### config.mk
export PLATFORM = sky130hd
export DESIGN_NAME = aes_pin_bridge_flat
export DESIGN_NICKNAME = d
export VERILOG_FILES = /design/src/rtl/aes_pin_bridge_if.sv /design/src/rtl/aes_pin_bridge.sv /design/src/flat_wrapper.sv
export SDC_FILE = /design/constraint.sdc
export NUM_CORES = 1
export LEC_CHECK = 0
export ABC_AREA = 1
export CORE_MARGIN = 8
export CORE_UTILIZATION = 63
export CTS_CLUSTER_DIAMETER = 150
export DETAILED_ROUTE_END_ITERATION = 12
export DONT_BUFFER_PORTS = 1
export PLACE_DENSITY = 0.8
export SYNTH_ARGS = -nofsm -noshare
export SYNTH_HDL_FRONTEND = slang
export SYNTH_SLANG_ARGS = --single-unit
### constraint.sdc
create_clock -name clk -period 3.2 [get_ports clk]
set_input_delay 0.8 -clock clk [delete_from_list [all_inputs] [get_ports clk]]
set_output_delay 0.8 -clock clk [all_outputs]
set_load 0.01 [all_outputs]
### src/rtl/aes_pin_bridge_if.sv
// Pin-side host port and AES core streams of the AES pin bridge.
// slave: bridge side; master: host/core driver side.
interface aes_pin_bridge_if #(
  parameter int ADDR_W = 24
);
  logic [7:0]        pin_data;
  logic              pin_strobe;
  logic              pin_pop;
  logic [7:0]        pin_out;
  logic [7:0]        status;
  logic [7:0]        core_data;
  logic              core_valid;
  logic              core_ready;
  logic [7:0]        core_rdata;
  logic              core_rvalid;
  logic              core_rready;
  logic              core_ack_valid;
  logic              core_ack_ready;
  logic [1:0]        opcode;
  logic [1:0]        source_id;
  logic [1:0]        dest_id;
  logic              encdec;
  logic [ADDR_W-1:0] addr;

  modport slave (
    input  pin_data, pin_strobe, pin_pop,
    input  core_ready, core_rdata, core_rvalid,
    input  core_ack_valid,
    output pin_out, status,
    output core_data, core_valid, core_rready,
    output core_ack_ready,
    output opcode, source_id, dest_id, encdec, addr
  );

  modport master (
    output pin_data, pin_strobe, pin_pop,
    output core_ready, core_rdata, core_rvalid,
    output core_ack_valid,
    input  pin_out, status,
    input  core_data, core_valid, core_rready,
    input  core_ack_ready,
    input  opcode, source_id, dest_id, encdec, addr
  );
endinterface

### src/rtl/aes_pin_bridge.sv
// Byte-wide pin bridge: parses header/addr/len/payload into an AES
// core stream, buffers core results for the host, tracks the ack.
// Ports: clk, rst (sync, active-high), bus (aes_pin_bridge_if.slave).
module aes_pin_bridge #(
  parameter int IN_DEPTH  = 16,
  parameter int OUT_DEPTH = 16,
  parameter int ADDR_W    = 24
) (
  input  logic clk,
  input  logic rst,
  aes_pin_bridge_if.slave bus
);
  localparam int IAW = $clog2(IN_DEPTH);
  localparam int OAW = $clog2(OUT_DEPTH);
  localparam int NB  = ADDR_W / 8;
  localparam logic [IAW:0] IN_FULL  = IN_DEPTH[IAW:0];
  localparam logic [OAW:0] OUT_FULL = OUT_DEPTH[OAW:0];
  localparam logic [1:0]   LAST_AB  = 2'(NB - 1);

  typedef enum logic [2:0] {
    S_IDLE, S_ADDR, S_LEN, S_PAYLOAD, S_DRAIN, S_WAIT_ACK
  } state_e;

  state_e            state_q, state_d;
  logic [1:0]        opcode_q, opcode_d;
  logic [1:0]        src_q, src_d;
  logic [1:0]        dst_q, dst_d;
  logic              encdec_q, encdec_d;
  logic [ADDR_W-1:0] addr_q, addr_d;
  logic [1:0]        abyte_q, abyte_d;
  logic [8:0]        cnt_q, cnt_d;
  logic              ovf_q, ovf_d;
  logic              ack_q, ack_d;

  logic [IAW-1:0]    in_wr_q, in_wr_d, in_rd_q, in_rd_d;
  logic [IAW:0]      in_cnt_q, in_cnt_d;
  logic [OAW-1:0]    out_wr_q, out_wr_d, out_rd_q, out_rd_d;
  logic [OAW:0]      out_cnt_q, out_cnt_d;

  logic [7:0] in_mem  [IN_DEPTH];
  logic [7:0] out_mem [OUT_DEPTH];

  logic in_empty, in_full, in_push, in_pop, pay_stb;
  logic out_empty, out_full, out_push, out_pop;

  always_comb begin
    in_empty  = (in_cnt_q == '0);
    in_full   = (in_cnt_q == IN_FULL);
    out_empty = (out_cnt_q == '0);
    out_full  = (out_cnt_q == OUT_FULL);
    in_pop    = !in_empty && bus.core_ready;
    pay_stb   = (state_q == S_PAYLOAD) && bus.pin_strobe;
    // a full FIFO still takes a byte when its head leaves this cycle
    in_push   = pay_stb && (!in_full || in_pop);
    out_push  = bus.core_rvalid && !out_full;
    out_pop   = bus.pin_pop && !out_empty;
  end

  always_comb begin
    in_wr_d  = in_push ? in_wr_q + 1'b1 : in_wr_q;
    in_rd_d  = in_pop ? in_rd_q + 1'b1 : in_rd_q;
    out_wr_d = out_push ? out_wr_q + 1'b1 : out_wr_q;
    out_rd_d = out_pop ? out_rd_q + 1'b1 : out_rd_q;
    unique case ({in_push, in_pop})
      2'b10:   in_cnt_d = in_cnt_q + 1'b1;
      2'b01:   in_cnt_d = in_cnt_q - 1'b1;
      default: in_cnt_d = in_cnt_q;
    endcase
    unique case ({out_push, out_pop})
      2'b10:   out_cnt_d = out_cnt_q + 1'b1;
      2'b01:   out_cnt_d = out_cnt_q - 1'b1;
      default: out_cnt_d = out_cnt_q;
    endcase
  end

  always_comb begin
    state_d  = state_q;
    opcode_d = opcode_q;
    src_d    = src_q;
    dst_d    = dst_q;
    encdec_d = encdec_q;
    addr_d   = addr_q;
    abyte_d  = abyte_q;
    cnt_d    = cnt_q;
    ovf_d    = ovf_q | (pay_stb && !in_push);
    ack_d    = ack_q;
    unique case (state_q)
      S_IDLE: if (bus.pin_strobe) begin
        encdec_d = bus.pin_data[6];
        dst_d    = bus.pin_data[5:4];
        src_d    = bus.pin_data[3:2];
        opcode_d = bus.pin_data[1:0];
        addr_d   = '0;
        abyte_d  = '0;
        ack_d    = 1'b0;
        state_d  = S_ADDR;
      end
      S_ADDR: if (bus.pin_strobe) begin
        addr_d  = (addr_q << 8) | ADDR_W'(bus.pin_data);
        abyte_d = abyte_q + 1'b1;
        if (abyte_q == LAST_AB) state_d = S_LEN;
      end
      S_LEN: if (bus.pin_strobe) begin
        // zero length encodes a full 256-byte block
        cnt_d   = {bus.pin_data == 8'h00, bus.pin_data};
        state_d = S_PAYLOAD;
      end
      S_PAYLOAD: if (in_push) begin
        cnt_d = cnt_q - 9'd1;
        if (cnt_q == 9'd1) state_d = S_DRAIN;
      end
      S_DRAIN: if (in_empty) state_d = S_WAIT_ACK;
      S_WAIT_ACK: if (bus.core_ack_valid) begin
        ack_d   = 1'b1;
        state_d = S_IDLE;
      end
      default: state_d = S_IDLE;
    endcase
  end

  always_ff @(posedge clk) begin
    if (rst) begin
      state_q   <= S_IDLE;
      opcode_q  <= '0;
      src_q     <= '0;
      dst_q     <= '0;
      encdec_q  <= 1'b0;
      addr_q    <= '0;
      abyte_q   <= '0;
      cnt_q     <= '0;
      ovf_q     <= 1'b0;
      ack_q     <= 1'b0;
      in_wr_q   <= '0;
      in_rd_q   <= '0;
      in_cnt_q  <= '0;
      out_wr_q  <= '0;
      out_rd_q  <= '0;
      out_cnt_q <= '0;
    end else begin
      state_q   <= state_d;
      opcode_q  <= opcode_d;
      src_q     <= src_d;
      dst_q     <= dst_d;
      encdec_q  <= encdec_d;
      addr_q    <= addr_d;
      abyte_q   <= abyte_d;
      cnt_q     <= cnt_d;
      ovf_q     <= ovf_d;
      ack_q     <= ack_d;
      in_wr_q   <= in_wr_d;
      in_rd_q   <= in_rd_d;
      in_cnt_q  <= in_cnt_d;
      out_wr_q  <= out_wr_d;
      out_rd_q  <= out_rd_d;
      out_cnt_q <= out_cnt_d;
    end
  end

  always_ff @(posedge clk) begin
    if (in_push) in_mem[in_wr_q] <= bus.pin_data;
    if (out_push) out_mem[out_wr_q] <= bus.core_rdata;
  end

  // outputs are forced quiet while reset is held
  always_comb begin
    bus.core_valid     = !rst && !in_empty;
    bus.core_data      = (rst || in_empty) ? 8'h00 : in_mem[in_rd_q];
    bus.core_rready    = !rst && !out_full;
    bus.core_ack_ready = !rst && (state_q == S_WAIT_ACK);
    bus.pin_out        = (rst || out_empty) ? 8'h00 : out_mem[out_rd_q];
    bus.status         = rst ? 8'h00 :
                         {3'b000, ack_q, ovf_q, !out_empty,
                          in_full, state_q != S_IDLE};
    bus.opcode         = rst ? 2'b00 : opcode_q;
    bus.source_id      = rst ? 2'b00 : src_q;
    bus.dest_id        = rst ? 2'b00 : dst_q;
    bus.encdec         = !rst && encdec_q;
    bus.addr           = rst ? '0 : addr_q;
  end
endmodule

### src/flat_wrapper.sv
// flat-port wrapper written by rule: the top's interface ports become plain ports
module aes_pin_bridge_flat 
#(
  parameter int IN_DEPTH  = 16,
  parameter int OUT_DEPTH = 16,
  parameter int ADDR_W    = 24
)
  (clk, rst, bus_pin_data, bus_pin_strobe, bus_pin_pop, bus_core_ready, bus_core_rdata, bus_core_rvalid, bus_core_ack_valid, bus_pin_out, bus_status, bus_core_data, bus_core_valid, bus_core_rready, bus_core_ack_ready, bus_opcode, bus_source_id, bus_dest_id, bus_encdec, bus_addr);
  aes_pin_bridge_if #(.ADDR_W(ADDR_W)) bus_i ();
  input  logic clk;
  input  logic rst;
  input wire logic [$bits(bus_i.pin_data)-1:0] bus_pin_data;
  input wire logic [$bits(bus_i.pin_strobe)-1:0] bus_pin_strobe;
  input wire logic [$bits(bus_i.pin_pop)-1:0] bus_pin_pop;
  input wire logic [$bits(bus_i.core_ready)-1:0] bus_core_ready;
  input wire logic [$bits(bus_i.core_rdata)-1:0] bus_core_rdata;
  input wire logic [$bits(bus_i.core_rvalid)-1:0] bus_core_rvalid;
  input wire logic [$bits(bus_i.core_ack_valid)-1:0] bus_core_ack_valid;
  output wire logic [$bits(bus_i.pin_out)-1:0] bus_pin_out;
  output wire logic [$bits(bus_i.status)-1:0] bus_status;
  output wire logic [$bits(bus_i.core_data)-1:0] bus_core_data;
  output wire logic [$bits(bus_i.core_valid)-1:0] bus_core_valid;
  output wire logic [$bits(bus_i.core_rready)-1:0] bus_core_rready;
  output wire logic [$bits(bus_i.core_ack_ready)-1:0] bus_core_ack_ready;
  output wire logic [$bits(bus_i.opcode)-1:0] bus_opcode;
  output wire logic [$bits(bus_i.source_id)-1:0] bus_source_id;
  output wire logic [$bits(bus_i.dest_id)-1:0] bus_dest_id;
  output wire logic [$bits(bus_i.encdec)-1:0] bus_encdec;
  output wire logic [$bits(bus_i.addr)-1:0] bus_addr;
  assign bus_i.pin_data = bus_pin_data;
  assign bus_i.pin_strobe = bus_pin_strobe;
  assign bus_i.pin_pop = bus_pin_pop;
  assign bus_i.core_ready = bus_core_ready;
  assign bus_i.core_rdata = bus_core_rdata;
  assign bus_i.core_rvalid = bus_core_rvalid;
  assign bus_i.core_ack_valid = bus_core_ack_valid;
  assign bus_pin_out = bus_i.pin_out;
  assign bus_status = bus_i.status;
  assign bus_core_data = bus_i.core_data;
  assign bus_core_valid = bus_i.core_valid;
  assign bus_core_rready = bus_i.core_rready;
  assign bus_core_ack_ready = bus_i.core_ack_ready;
  assign bus_opcode = bus_i.opcode;
  assign bus_source_id = bus_i.source_id;
  assign bus_dest_id = bus_i.dest_id;
  assign bus_encdec = bus_i.encdec;
  assign bus_addr = bus_i.addr;
  aes_pin_bridge #(.IN_DEPTH(IN_DEPTH), .OUT_DEPTH(OUT_DEPTH), .ADDR_W(ADDR_W)) u_core (.clk(clk), .rst(rst), .bus(bus_i));
endmodule
# [After elaboration in Yosys (flattened, before gate mapping)]
# Memory sizes are Yosys's and may differ from the RTL's. A register that Yosys moved wholly into a read port is not among the register bits.
# Index checks and enable logic that the tools add are counted.
[classes] reduce_logical=34 addsub=10 n_mux=38 n_eq_ne=21 bitwise=2
[ops] operator="24-bit 2-to-1 mux" count=3
[ops] operator="24-bit case mux with 2 select lines" count=1
[ops] operator="3-bit 2-to-1 mux" count=8
[ops] operator="24-bit by 8-bit OR with 24-bit output" count=1
[ops] operator="5-bit case mux with 2 select lines" count=2
[ops] operator="9-bit 2-to-1 mux" count=2
[ops] operator="3-bit case mux with 6 select lines" count=1
[ops] operator="9-bit case mux with 2 select lines" count=1
[ops] operator="4-bit by 1-bit adder with 4-bit output (second input constant)" count=4
[ops] operator="4-bit 2-to-1 mux" count=4
[ops] operator="8-bit 2-to-1 mux" count=2
[ops] operator="5-bit by 1-bit adder with 5-bit output (second input constant)" count=2
[ops] operator="5-bit equality test (second input constant)" count=2
[ops] operator="1-bit logical AND" count=10
[ops] operator="5-bit zero test" count=2
[ops] operator="2-bit 2-to-1 mux" count=5
[ops] operator="2-bit inequality test (second input constant)" count=5
[ops] operator="2-bit nonzero test" count=5
[ops] operator="5-bit by 1-bit subtractor with 5-bit output (second input constant)" count=2
[ops] operator="9-bit by 1-bit equality test with 1-bit output (second input constant)" count=1
[ops] operator="3-bit AND reduction" count=3
[ops] operator="9-bit by 1-bit subtractor with 9-bit output (second input constant)" count=1
[ops] operator="8-bit zero test" count=1
[ops] operator="8-bit AND reduction" count=1
[ops] operator="other kinds (17)" count=36
[word_totals] mem_count=2 input_bits=23 wordCells=123 ff_bits=73 ramBits=256
[mem_list] memory="u_core.in_mem" words=16 width=8 rd=1 rd_clocked_by_memory_dff=1 write_ports=1 line="aes_pin_bridge.sv:40" text="logic [7:0] in_mem [IN_DEPTH];"
[mem_list] memory="u_core.out_mem" words=16 width=8 rd=1 rd_clocked_by_memory_dff=1 write_ports=1 line="aes_pin_bridge.sv:41" text="logic [7:0] out_mem [OUT_DEPTH];"

# [Depth between registers and ports, before layout]
[logic_depth] depth_word=8 depth_mapped=16 ltp_nobuf=15

# [Least setup slack after synthesis]
# No wires, ideal clock.
[synth_timing] path_type="in2reg" startpoint="input bus_pin_strobe" endpoint="register u_core.in_cnt_q[4]" setup_ns=0.134 path_slack_ns=0.686 arrival_ns=2.380 cell_stages=14 cell_sequence="inv_1 -> nor2_8 -> nand2_4 -> buf_2 -> ha_1 -> xor2_1 -> ha_1 -> inv_1 -> nand2_1 -> nand3_1 -> nand3b_1 -> nand2_1 -> nand2_1 -> a21oi_1"
[synth_between] elab_chain_len=4 elab_cells_between_ends=6 classes_between="eq/ne: 2; mux: 1; reduce/logical: 3"
[synth_rtl] element="start: declaration" line="flat_wrapper.sv:13" text="input wire logic [$bits(bus_i.pin_strobe)-1:0] bus_pin_strobe;"
[synth_rtl] element="1-bit logical AND (*)" line="aes_pin_bridge.sv:52" text="pay_stb = (state_q == S_PAYLOAD) && bus.pin_strobe;"
[synth_rtl] element="1-bit logical AND (*)" line="aes_pin_bridge.sv:54" text="in_push = pay_stb && (!in_full || in_pop);"
[synth_rtl] element="2-bit by 1-bit equality test with 1-bit output / 2-bit equality test (equally long branches)" line="aes_pin_bridge.sv:64" text="unique case ({in_push, in_pop})"
[synth_rtl] element="5-bit case mux with 2 select lines / 2-bit nonzero test (equally long branches)"
[synth_rtl] element="end signal: assignment" line="aes_pin_bridge.sv:152" text="in_cnt_q <= in_cnt_d;"
[synth_rtl] element="end: declaration" line="aes_pin_bridge.sv:36" text="logic [IAW:0] in_cnt_q, in_cnt_d;"
# Mark *: on every way between the ends. The rest lies on a longest branch, timed or not.
# A chain may end at the register's enable or synchronous reset.

==> impl_metrics.tcl <==
set metrics [dict create \
    outcome "complete, no violations" \
    synth.mux.area_fraction_pct 0 \
    clk_pin_slew_ns 0.06 \
    nets 1461 \
    grt_pass1_wl_um 51360 \
    drc_errors 0 \
    yosysUniqueCellTypes 43 \
    grt.total_usage_pct 22.70 \
    fin_worst_skew_ns 0.01903 \
    synth_warnings 0 \
    area_growth_pct 9.571 \
    synth-xor-area-share_pct 0.5992 \
    final_cell_mix "256 x edfxtp_1, 229 x inv_1, 187 x nand2_1, 121 x nand3_1, 104 x a21oi_1" \
    cap_violations 0 \
    io_pins 81 \
    switching_power_w 0.003821 \
    hold_path_class "in -> reg" \
    fin_total_pwr_w 0.01194 \
    timing.critical_path.buf_inv 1 \
    numCtsBuffers 34 \
    antenna_found_initial 0 \
    path_delay_family "flip-flops" \
    critical_path_class "reg -> out" \
    drive_gt1_share_pct 7.366 \
    root_buffer "clkbuf_16" \
    dp_worst_setup_slack_ns 0.5307 \
    grt_start_max_net_pins 61 \
    gp_congestion 0.8261 \
    timing.fmax_ghz 0.3299 \
    endpoint "bus_pin_out[7]" \
    p_comb_share_pct 24.3 \
    reg2reg_depth 14 \
    viasPerCell 5.898 \
    peakVddDrop_mv 0.5106 \
    setup_viol 0 \
    setup_tns_ns 0 \
    swShare_pct 32.00 \
    final_common_cell "edfxtp_1" \
    cts-htree-levels 2 \
    critPathLaunchType "register" \
    post_cts_buffers 0 \
    avgSynthCellArea_um2 10.37 \
    required_ns 2.40 \
    path_cells "buf_12 -> o211ai_1 -> nand3_1 -> nand3_1 -> a21oi_1" \
    p_clk_share_pct 31.4 \
    tightest_slew_ns 0.8275 \
    synth_compound_area_share_pct 11.95 \
    leakagePower_nw 6.121 \
    vias 10170 \
    grt-ovfl-total 0 \
    cp.depth 5 \
    end_kind "output port" \
    whs_ns 0.3656 \
    die_h_um 168.3 \
    tritoncts "done" \
    hold_violations 0 \
    report.final.slew_viol_count 0 \
    io_buffer_count 0 \
    crit_arrival_ns 2.23 \
    slew-limit-headroom_pct 44.63 \
    die_w_um 168.3 \
    drtPass1Iterations 6 \
    die_area_mm2 0.02833 \
    clk_latency_ns 0.51 \
    wirelength_um 32650 \
    ys_seq_area_share_pct 63.69 \
    ant_nets 0 \
    cts_buffer_depth 3 \
    holdBufCountCts 0 \
    min_period_ns 3.031 \
    critPathMostFrequentCell "nand3_1" \
    ys_seq_elements 337 \
    r2r_slack_ns 0.64 \
    max_stage_delay_ns 0.72 \
    clock-sinks 337 \
    syn_area_mm2 0.01462 \
    r2r_end "u_core.in_cnt_q[4]" \
    syn_inst 1410 \
    wl_per_cell_um 18.94 \
    rows 55 \
    synth_top_family_by_area "simple AND/OR/NAND/NOR gates" \
    cp_max_fo 59 \
    internal_power_w 0.008120 \
    initialDrtViolationCount 1024 \
    rsz0062_at_grt "no" \
    period_share_pct 94.73 \
    start_util_pct 64.36 \
    synth_fa_ha_area_share_pct 1.935 \
    diodes 0 \
    r2r_start "u_core.in_cnt_q[0]" \
    power_frac_seq_pct 44.3 \
    p_per_area_mw_per_mm2 745.6 \
    grt_pass1_vias 9761 \
    synth-simple-area-share_pct 13.34 \
    hpwl_um 20760 \
    coreArea_mm2 0.02271 \
    cts_resized 0 \
    slowest_stage "dfxtp_4" \
    fin_ws_ns 0.1687 \
]
flip-flops by register name, indices dropped and copies added, names as in the netlist, 2 cells and up, named ones only:
signal,cells
u_core.in_wr_q,4
u_core.out_cnt_q,5
u_core.in_rd_q,4
u_core.state_q,3
u_core.dst_q,2
u_core.cnt_q,9
u_core.src_q,2
u_core.out_mem,128
u_core.out_rd_q,4
u_core.abyte_q,2
u_core.in_mem,128
u_core.addr_q,24
u_core.out_wr_q,4
u_core.opcode_q,2
u_core.in_cnt_q,5
power groups by stage:
| stage | Sequential (W) | Clock [W] | Combinational [W] |
|---|---|---|---|
| 2_1_floorplan | 0.00514 | 0 | 0.00242 |
| 3_3_place_gp | 0.00535 | 0 | 0.00276 |
| 3_5_place_dp | 0.00537 | 0 | 0.00285 |
| 4_1_cts | 0.00528 | 0.00378 | 0.00289 |
| 5_1_grt | 0.00533 | 0.00396 | 0.00326 |
| 6_report | 0.00529 | 0.00375 | 0.00290 |
logic make-up after synthesis:
family | after synthesis
flip-flops | 337
AO/OA/AOI/OAI | 298
adder cells (fa/ha/maj) | 22
XOR/XNOR | 10
buffers and inverters | 306
other | 1
AND/OR/NAND/NOR | 436
worst min-delay path by stage:
stage | start | endpoint | slack, ns | depth (start not counted)
3_3_place_gp | u_core.src_q[0] | u_core.src_q[0] | 0.44 | 2
5_1_grt | rst | u_core.in_wr_q[2] | 0.35 | 1
6_report | rst | u_core.out_cnt_q[4] | 0.37 | 1
3_5_place_dp | u_core.dst_q[0] | u_core.dst_q[0] | 0.44 | 2
2_1_floorplan | u_core.dst_q[0] | u_core.dst_q[0] | 0.43 | 2
4_1_cts | rst | u_core.cnt_q[5] | 0.34 | 1
layout make-up:
type | count | area, um2
Multi-Input combinational cell | 769 | 4078
Sequential cell | 337 | 9319
Inverter | 236 | 885.9
Clock inverter | 9 | 68.82
Fill cell | 1553 | 6694
Timing Repair Buffer | 38 | 335.3
Clock buffer | 50 | 972.2
Tap cell | 285 | 356.6
Yosys cell counts (all sizes together):
| library cell | count | area share, % |
|---|---|---|
| o21ai | 94 | 3.2 |
| o211ai | 80 | 4.1 |
| nor2 | 85 | 2.4 |
| nand4 | 11 | 0.51 |
| nand2 | 191 | 5.0 |
| ha | 21 | 1.8 |
| o32ai | 6 | 0.41 |
| nand3 | 123 | 4.3 |
| nor4 | 1 | 0.043 |
| o22ai | 9 | 0.39 |
| clkbuf | 22 | 0.56 |
| fa | 1 | 0.14 |
| edfxtp | 256 | 53 |
| clkinv | 3 | 0.077 |
| a21boi | 1 | 0.051 |
| conb | 1 | 0.026 |
| o21bai | 3 | 0.15 |
| buf | 48 | 1.8 |
| nor3 | 19 | 0.68 |
| inv | 233 | 6.0 |
| nand3b | 5 | 0.28 |
| or2 | 1 | 0.043 |
| xnor2 | 1 | 0.060 |
| a21oi | 105 | 3.6 |
| xor2 | 9 | 0.54 |
| dfxtp | 81 | 11 |
worst reg2reg max path, cell delays in order, from the launching register on:
cell      delay [ns]
dfxtp_1         0.34
nor2_1          0.24
nand3b_1        0.17
nand2_1         0.14
clkinv_1        0.25
ha_1            0.38
ha_1            0.36
inv_1           0.07
o21bai_1        0.16
inv_1           0.07
nand2_1         0.06
nand2_1         0.05
nand2_1         0.06
nand2_1         0.04
a21oi_1         0.11
routing by layer:
layer | share of wire (%) | global-route usage, % | wire length, um
met1 | 40 | 28.58 | 13110
met3 | 7.6 | 5.309 | 2466
met2 | 49 | 37.17 | 15900
met5 | 0 | 0 | 0
met4 | 3.6 | 9.744 | 1163
through the flow:
stage | cell area [um2] | cells | utilization, %
6_report | 16020 | 1724 | 70.52
5_1_grt | 16020 | 1724 | 70.52
4_1_cts | 16020 | 1724 | 70.52
3_5_place_dp | 14970 | 1665 | 65.94
3_3_place_gp | 14970 | 1665 | 65.94
2_1_floorplan | 14620 | 1412 | -
Note: power is estimated with default switching activity, not from simulation.
